`src/rtl/commit_serializer_if.sv`:
```
// Write-port and word-stream bundle for commit_serializer.
// The slave side is the serializer; the master side drives writes and consumes words.
interface commit_serializer_if #(
  parameter int DPI_WIDTH   = 32,
  parameter int KEY_WIDTH   = 64,
  parameter int VALUE_WIDTH = 128,
  parameter int DEPTH       = 8
);
  logic                     we1_i;
  logic [KEY_WIDTH-1:0]     wa1_i;
  logic [VALUE_WIDTH-1:0]   wd1_i;
  logic                     we2_i;
  logic [KEY_WIDTH-1:0]     wa2_i;
  logic [VALUE_WIDTH-1:0]   wd2_i;
  logic                     in_ready_o;
  logic [DPI_WIDTH-1:0]     word_o;
  logic                     word_valid_o;
  logic                     word_ready_i;
  logic                     last_o;
  logic [$clog2(DEPTH):0]   fifo_count_o;
  logic                     overflow_o;

  modport master (
    output we1_i, wa1_i, wd1_i, we2_i, wa2_i, wd2_i, word_ready_i,
    input  in_ready_o, word_o, word_valid_o, last_o, fifo_count_o, overflow_o
  );

  modport slave (
    input  we1_i, wa1_i, wd1_i, we2_i, wa2_i, wd2_i, word_ready_i,
    output in_ready_o, word_o, word_valid_o, last_o, fifo_count_o, overflow_o
  );
endinterface

```
`src/rtl/commit_serializer.sv`:
```
// Dual-port {key,value} commit FIFO serialized into DPI_WIDTH words, key then value, LSW first.
// Define COMMIT_SERIALIZER_HEADER_EN to prefix each entry with a {A5,00,seq} header word.
module commit_serializer #(
  parameter int DPI_WIDTH   = 32,
  parameter int KEY_WIDTH   = 64,
  parameter int VALUE_WIDTH = 128,
  parameter int DEPTH       = 8
) (
  input logic               clk_i,
  input logic               rst_i,
  commit_serializer_if.slave bus
);
  localparam int KW = KEY_WIDTH / DPI_WIDTH;
  localparam int VW = VALUE_WIDTH / DPI_WIDTH;
  localparam int PW = $clog2(DEPTH);
  localparam int CW = PW + 1;
  localparam int MW = (KW > VW) ? KW : VW;
  localparam int IW = $clog2(MW + 1);

  localparam logic [1:0] IDLE  = 2'd0;
  localparam logic [1:0] KEY   = 2'd1;
  localparam logic [1:0] VALUE = 2'd2;
`ifdef COMMIT_SERIALIZER_HEADER_EN
  localparam logic [1:0] HDR   = 2'd3;
  localparam logic [1:0] FIRST = HDR;
`else
  localparam logic [1:0] FIRST = KEY;
`endif

  logic [KEY_WIDTH-1:0]   key_mem [DEPTH];
  logic [VALUE_WIDTH-1:0] val_mem [DEPTH];
  logic [PW-1:0]          wr_ptr, rd_ptr;
  logic [CW-1:0]          count, count_next, free;
  logic [1:0]             state, state_next;
  logic [IW-1:0]          idx, idx_next;
  logic                   overflow;
  logic                   req1, req2, acc1, acc2, drop;
  logic                   valid, xfer, pop, key_last, val_last;
  logic [KEY_WIDTH-1:0]   key_cur;
  logic [VALUE_WIDTH-1:0] val_cur;
  logic [DPI_WIDTH-1:0]   word;
`ifdef COMMIT_SERIALIZER_HEADER_EN
  logic [15:0]            seq;
`endif

  assign valid    = (state != IDLE);
  assign xfer     = valid && bus.word_ready_i;
  assign key_last = (idx == IW'(KW - 1));
  assign val_last = (idx == IW'(VW - 1));
  assign pop      = xfer && (state == VALUE) && val_last;

  // Same-key double write collapses to port 2; on shortage port 2 is dropped first.
  assign req1 = bus.we1_i && !(bus.we2_i && (bus.wa1_i == bus.wa2_i)) && !rst_i;
  assign req2 = bus.we2_i && !rst_i;
  assign free = CW'(DEPTH) - count + CW'(pop);
  assign acc1 = req1 && (free != '0);
  assign acc2 = req2 && (free >= (acc1 ? CW'(2) : CW'(1)));
  assign drop = (req1 && !acc1) || (req2 && !acc2);
  assign count_next = count + CW'(acc1) + CW'(acc2) - CW'(pop);

  assign key_cur = key_mem[rd_ptr];
  assign val_cur = val_mem[rd_ptr];

  always_comb begin
    state_next = state;
    idx_next   = idx;
    case (state)
      IDLE: if (count_next != '0) begin
        state_next = FIRST;
        idx_next   = '0;
      end
`ifdef COMMIT_SERIALIZER_HEADER_EN
      HDR: if (xfer) state_next = KEY;
`endif
      KEY: if (xfer) begin
        if (key_last) begin
          state_next = VALUE;
          idx_next   = '0;
        end else begin
          idx_next = idx + IW'(1);
        end
      end
      VALUE: if (xfer) begin
        if (val_last) begin
          state_next = (count_next != '0) ? FIRST : IDLE;
          idx_next   = '0;
        end else begin
          idx_next = idx + IW'(1);
        end
      end
      default: state_next = IDLE;
    endcase
  end

  always_comb begin
    word = '0;
    case (state)
`ifdef COMMIT_SERIALIZER_HEADER_EN
      HDR:   word = DPI_WIDTH'({8'hA5, 8'h00, seq});
`endif
      KEY:   word = key_cur[int'(idx)*DPI_WIDTH +: DPI_WIDTH];
      VALUE: word = val_cur[int'(idx)*DPI_WIDTH +: DPI_WIDTH];
      default: word = '0;
    endcase
  end

  always_ff @(posedge clk_i) begin
    if (rst_i) begin
      state    <= IDLE;
      idx      <= '0;
      wr_ptr   <= '0;
      rd_ptr   <= '0;
      count    <= '0;
      overflow <= 1'b0;
    end else begin
      state  <= state_next;
      idx    <= idx_next;
      wr_ptr <= wr_ptr + PW'(acc1) + PW'(acc2);
      rd_ptr <= rd_ptr + PW'(pop);
      count  <= count_next;
      if (drop) overflow <= 1'b1;
    end
  end

`ifdef COMMIT_SERIALIZER_HEADER_EN
  always_ff @(posedge clk_i) begin
    if (rst_i)    seq <= '0;
    else if (pop) seq <= seq + 16'd1;
  end
`endif

  // Entry storage carries no reset; pointers and count define what is live.
  always_ff @(posedge clk_i) begin
    if (acc1) begin
      key_mem[wr_ptr] <= bus.wa1_i;
      val_mem[wr_ptr] <= bus.wd1_i;
    end
    if (acc2) begin
      key_mem[wr_ptr + PW'(acc1)] <= bus.wa2_i;
      val_mem[wr_ptr + PW'(acc1)] <= bus.wd2_i;
    end
  end

  assign bus.word_o       = word;
  assign bus.word_valid_o = valid;
  assign bus.last_o       = (state == VALUE) && val_last;
  assign bus.fifo_count_o = count;
  assign bus.overflow_o   = overflow;
  assign bus.in_ready_o   = (count <= CW'(DEPTH - 2));
endmodule

```
`src/flat_wrapper.sv`:
```
// flat-port wrapper written by rule: the top's interface ports become plain ports
module commit_serializer_flat 
#(
  parameter int DPI_WIDTH   = 32,
  parameter int KEY_WIDTH   = 64,
  parameter int VALUE_WIDTH = 128,
  parameter int DEPTH       = 8
)
  (clk_i, rst_i, bus_we1_i, bus_wa1_i, bus_wd1_i, bus_we2_i, bus_wa2_i, bus_wd2_i, bus_word_ready_i, bus_in_ready_o, bus_word_o, bus_word_valid_o, bus_last_o, bus_fifo_count_o, bus_overflow_o);
  commit_serializer_if #(.DPI_WIDTH(DPI_WIDTH), .KEY_WIDTH(KEY_WIDTH), .VALUE_WIDTH(VALUE_WIDTH), .DEPTH(DEPTH)) bus_i ();
  input logic clk_i;
  input logic rst_i;
  input wire logic [$bits(bus_i.we1_i)-1:0] bus_we1_i;
  input wire logic [$bits(bus_i.wa1_i)-1:0] bus_wa1_i;
  input wire logic [$bits(bus_i.wd1_i)-1:0] bus_wd1_i;
  input wire logic [$bits(bus_i.we2_i)-1:0] bus_we2_i;
  input wire logic [$bits(bus_i.wa2_i)-1:0] bus_wa2_i;
  input wire logic [$bits(bus_i.wd2_i)-1:0] bus_wd2_i;
  input wire logic [$bits(bus_i.word_ready_i)-1:0] bus_word_ready_i;
  output wire logic [$bits(bus_i.in_ready_o)-1:0] bus_in_ready_o;
  output wire logic [$bits(bus_i.word_o)-1:0] bus_word_o;
  output wire logic [$bits(bus_i.word_valid_o)-1:0] bus_word_valid_o;
  output wire logic [$bits(bus_i.last_o)-1:0] bus_last_o;
  output wire logic [$bits(bus_i.fifo_count_o)-1:0] bus_fifo_count_o;
  output wire logic [$bits(bus_i.overflow_o)-1:0] bus_overflow_o;
  assign bus_i.we1_i = bus_we1_i;
  assign bus_i.wa1_i = bus_wa1_i;
  assign bus_i.wd1_i = bus_wd1_i;
  assign bus_i.we2_i = bus_we2_i;
  assign bus_i.wa2_i = bus_wa2_i;
  assign bus_i.wd2_i = bus_wd2_i;
  assign bus_i.word_ready_i = bus_word_ready_i;
  assign bus_in_ready_o = bus_i.in_ready_o;
  assign bus_word_o = bus_i.word_o;
  assign bus_word_valid_o = bus_i.word_valid_o;
  assign bus_last_o = bus_i.last_o;
  assign bus_fifo_count_o = bus_i.fifo_count_o;
  assign bus_overflow_o = bus_i.overflow_o;
  commit_serializer #(.DPI_WIDTH(DPI_WIDTH), .KEY_WIDTH(KEY_WIDTH), .VALUE_WIDTH(VALUE_WIDTH), .DEPTH(DEPTH)) u_core (.clk_i(clk_i), .rst_i(rst_i), .bus(bus_i));
endmodule
```
`config.mk`:
```
export PLATFORM = sky130hd
export DESIGN_NAME = commit_serializer_flat
export DESIGN_NICKNAME = d
export VERILOG_FILES = /design/src/rtl/commit_serializer_if.sv /design/src/rtl/commit_serializer.sv /design/src/flat_wrapper.sv
export SDC_FILE = /design/constraint.sdc
export NUM_CORES = 2
export LEC_CHECK = 0
export BUFFER_PORTS_ARGS = -buffer_cell sky130_fd_sc_hd__buf_2
export CORE_MARGIN = 5
export CORE_UTILIZATION = 65
export DETAILED_ROUTE_END_ITERATION = 12
export MAX_ROUTING_LAYER = met4
export PLACE_DENSITY = 0.85
export SYNTH_ARGS = -nofsm -noshare
export SYNTH_HDL_FRONTEND = slang
export SYNTH_SLANG_ARGS = --single-unit
export TNS_END_PERCENT = 20
```
`constraint.sdc`:
```
create_clock -name clk_i -period 45.4 [get_ports clk_i]
set_clock_uncertainty 0.05 [all_clocks]
set_input_delay 4.54 -clock clk_i [delete_from_list [all_inputs] [get_ports clk_i]]
set_output_delay 4.54 -clock clk_i [all_outputs]
set_load 0.005 [all_outputs]
```
==> metrics <==
status=completed; Worst Path Required=40810 ps; HPWL after DPL=136100 um; synthesized area=0.08006 mm2; grt ovf=0; Peak VDD IR=0.06722 mV; share of cells above drive strength 1=38.54%; Die X=361.0 um; Fin. Hold Viols=0; Ys Warns=0; vias per std cell=6.974; ys flop type=edfxtp_1; Setup crit start kind=register; Tot GR Track Use=36.14%; critical path class=register to primary output; GR peak layer=met2; setup violators final=0; Final Util=71.86%; hold worst-path end=u_core.bus.overflow_o; Final TNS setup=0 ps; Synth area leaders=edfxtp_1 (58%), mux2_2 (11%), mux4_2 (10%); Clock Latency Late Sink=790 ps; Buffers on Ports=428; Vias=47040; post-synth top area cell=edfxtp_1; register area share after synthesis=58.01%; hold depth=2; Yosys top cell area share=57.61%; drt wl/cell=34.31 um; crit end category=primary output; Async SR Flop Fraction=0%; die footprint=0.1303 mm2; FF-to-FF Start=u_core.state[0]; Flop pwr share=45.4%; Initial Util=65.60%; min-delay src=u_core.bus.overflow_o; CTS sink cnt=1552; synthesized area per cell=17.26 um2; Final ANT Viol Nets=0; Post-Route WL=231400 um; Synth Instances=4639; most frequent cells in the layout=edfxtp_1 (1536), mux2_2 (800), mux2_1 (723); actual transition at the worst max-transition pin=1412 ps; initial antenna violation count=118; routing usage on met3=13.86%; Lkg Pwr=29.05 nW; drt first pass iters=8; commonest non-fill, non-tap cell in the layout=edfxtp_1; power per cell area=46.16 mW/mm2; Final #Nets=5311; Yosys reg bits=1552; clock share of power=31.6%; Hold Path Class=register to register; number of synthesized flops with an enable pin=1536; Die Height=361.0 um; vias in the first global route=47100; Max clock buf depth=3; final period utilization=23.87%; GR Layer Usage met1=45.43%; Post-CTS Setup Repair Bufs=0; Clock Pin Slew Worst Setup and Hold Paths=60 ps; f_max=92.26 MHz; CTS Buf Count=161; CTS resizes=0; # DRC=0; Arrival @ worst endpoint=6250 ps; CTS H-tree lvls=4; CP max FO=99; area of the core=0.1220 mm2; Netlist cell types=68; R2R depth=19; internal power=2.858 mW; final slew viol count=0; Sw Pwr=1.190 mW; Post-CTS Hold Fix Bufs=0; Max transition margin=3.425%; post-synthesis net count=5053; R2R Setup Slk=37400 ps; slowest stage cell, crit path=buf_4; RSZ-0062 raised after global routing=no; area added between synthesis and finish=9.544%; Critical R2R Capture=u_core.val_mem[4][93]; Sw Share=29.39%; Max-Cap Viols=0; largest net degree at the start of global routing=150; CTS Root Cell=clkbuf_16; Detailed Route Iter0 Violations=6552; routability cong.=0.9693; fin crit period=10840 ps; first-pass GRT wire length=334700 um; CTS tree=yes; Row Count=128; met2 usage=53.19%; CP cell instances=buf_12 -> buf_4 -> buf_4 -> mux4_2 -> mux4_2 -> inv_1 -> o21ai_0 -> buf_2; num ports=429; Gate power share=23.0%; crit-path max cell delay=920 ps
==> sequential cells by signal, summed over array words and instances, names as in the netlist <==
name	count
u_core.wr_ptr	3
u_core.key_mem	512
u_core.rd_ptr	3
u_core.bus.fifo_count_o	4
u_core.state	2
u_core.bus.overflow_o	1
u_core.idx	3
u_core.val_mem	1024
==> cells in the mapped netlist, drive strengths merged, types with 2 or more instances <==
cell type and count:
o21ai 68, and2 4, nor3 10, a22o 23
xnor2 38, or4 3, nand4 17, or3b 2
o221ai 11, nand3b 2, nand2b 13, a22oi 13
or2 3, inv 55, and3 7, edfxtp 1536
nor4b 4, nand4b 3, o211a 2, nor4 11
a211oi 55, o22ai 32, ha 23, o21bai 2
nor2 43, nor2b 54, mux2 1523, nand3 12
dfxtp 16, clkbuf 151, xor2 21, clkinv 8
a2111oi 25, mux2i 114, a21oi 38, fa 2
buf 271, mux4 367, nand2 45, o41ai 3
==> through the flow <==
step	area, um2	hold WS [ps]	setup WS (ps)	instances	total power, mW
after floorplan	80060	430.9	19130	4639	2.480
after global placement	82480	446.7	34120	6359	2.745
after detailed placement	82480	460.2	34070	6359	2.765
after CTS	87440	479.1	34480	6640	4.027
after global routing	87690	540.6	34110	6739	4.155
final	87700	481.7	34560	6745	4.048
==> worst max-delay path by stage <==
stage	start	to	slack, ps	cells after the start
6_report	u_core.rd_ptr[0]	bus_word_o[14]	34560	8
5_1_grt	u_core.rd_ptr[0]	bus_word_o[14]	34110	8
4_1_cts	u_core.rd_ptr[0]	bus_word_o[14]	34480	8
3_5_place_dp	bus_wa2_i[31]	u_core.val_mem[4][75]	34070	15
3_3_place_gp	bus_wa2_i[31]	u_core.val_mem[4][71]	34120	15
2_1_floorplan	bus_word_ready_i	u_core.key_mem[4][0]	19130	9
==> layer usage <==
metal / vias up / wire [um] / part of all wire [%]
li1: 19400 / - / -
met3: 486 / 31730 / 14
met1: 24130 / 81100 / 35
met2: 3028 / 108000 / 47
met4: 0 / 10600 / 4.6
met5: - / 0 / 0
==> critical path: cells and delay by family (launching register included) <==
family	cells	cell delay, ps
flip-flops	1	910
AO/OA/AOI/OAI	1	410
multiplexers	2	1090
buffers and inverters	5	2850
==> layout make-up <==
cell class,count,area [um2]
Timing Repair Buffer,517,2935
Antenna cell,105,262.8
Tap cell,1625,2033
Fill cell,7406,34340
Clock inverter,81,695.7
Inverter,63,236.5
Sequential cell,1552,46460
Clock buffer,200,4260
Multi-Input combinational cell,2602,30820
==> kinds of logic (layout without fill, tap and decap cells) <==
logic type	Yosys count	after routing	share of synthesized area [%]
adder cells (fa/ha/maj)	25	25	0.4095
multiplexers	2004	2004	33.17
XOR/XNOR	59	59	0.6455
flip-flops	1552	1552	58.01
other	0	105	0
buffers and inverters	485	861	3.737
AND/OR/NAND/NOR	235	235	1.644
AO/OA/AOI/OAI	279	279	2.380
==> power by group through the flow <==
| stage | Sequential, mW | Combinational, mW | Clock [mW] |
|---|---|---|---|
| floorplan | 1.95 | 0.533 | 0 |
| global placement | 1.86 | 0.888 | 0 |
| detailed placement | 1.87 | 0.900 | 0 |
| CTS | 1.84 | 0.907 | 1.28 |
| global route | 1.85 | 0.962 | 1.34 |
| finish | 1.84 | 0.931 | 1.28 |
Note: power is estimated with default switching activity, not from simulation.
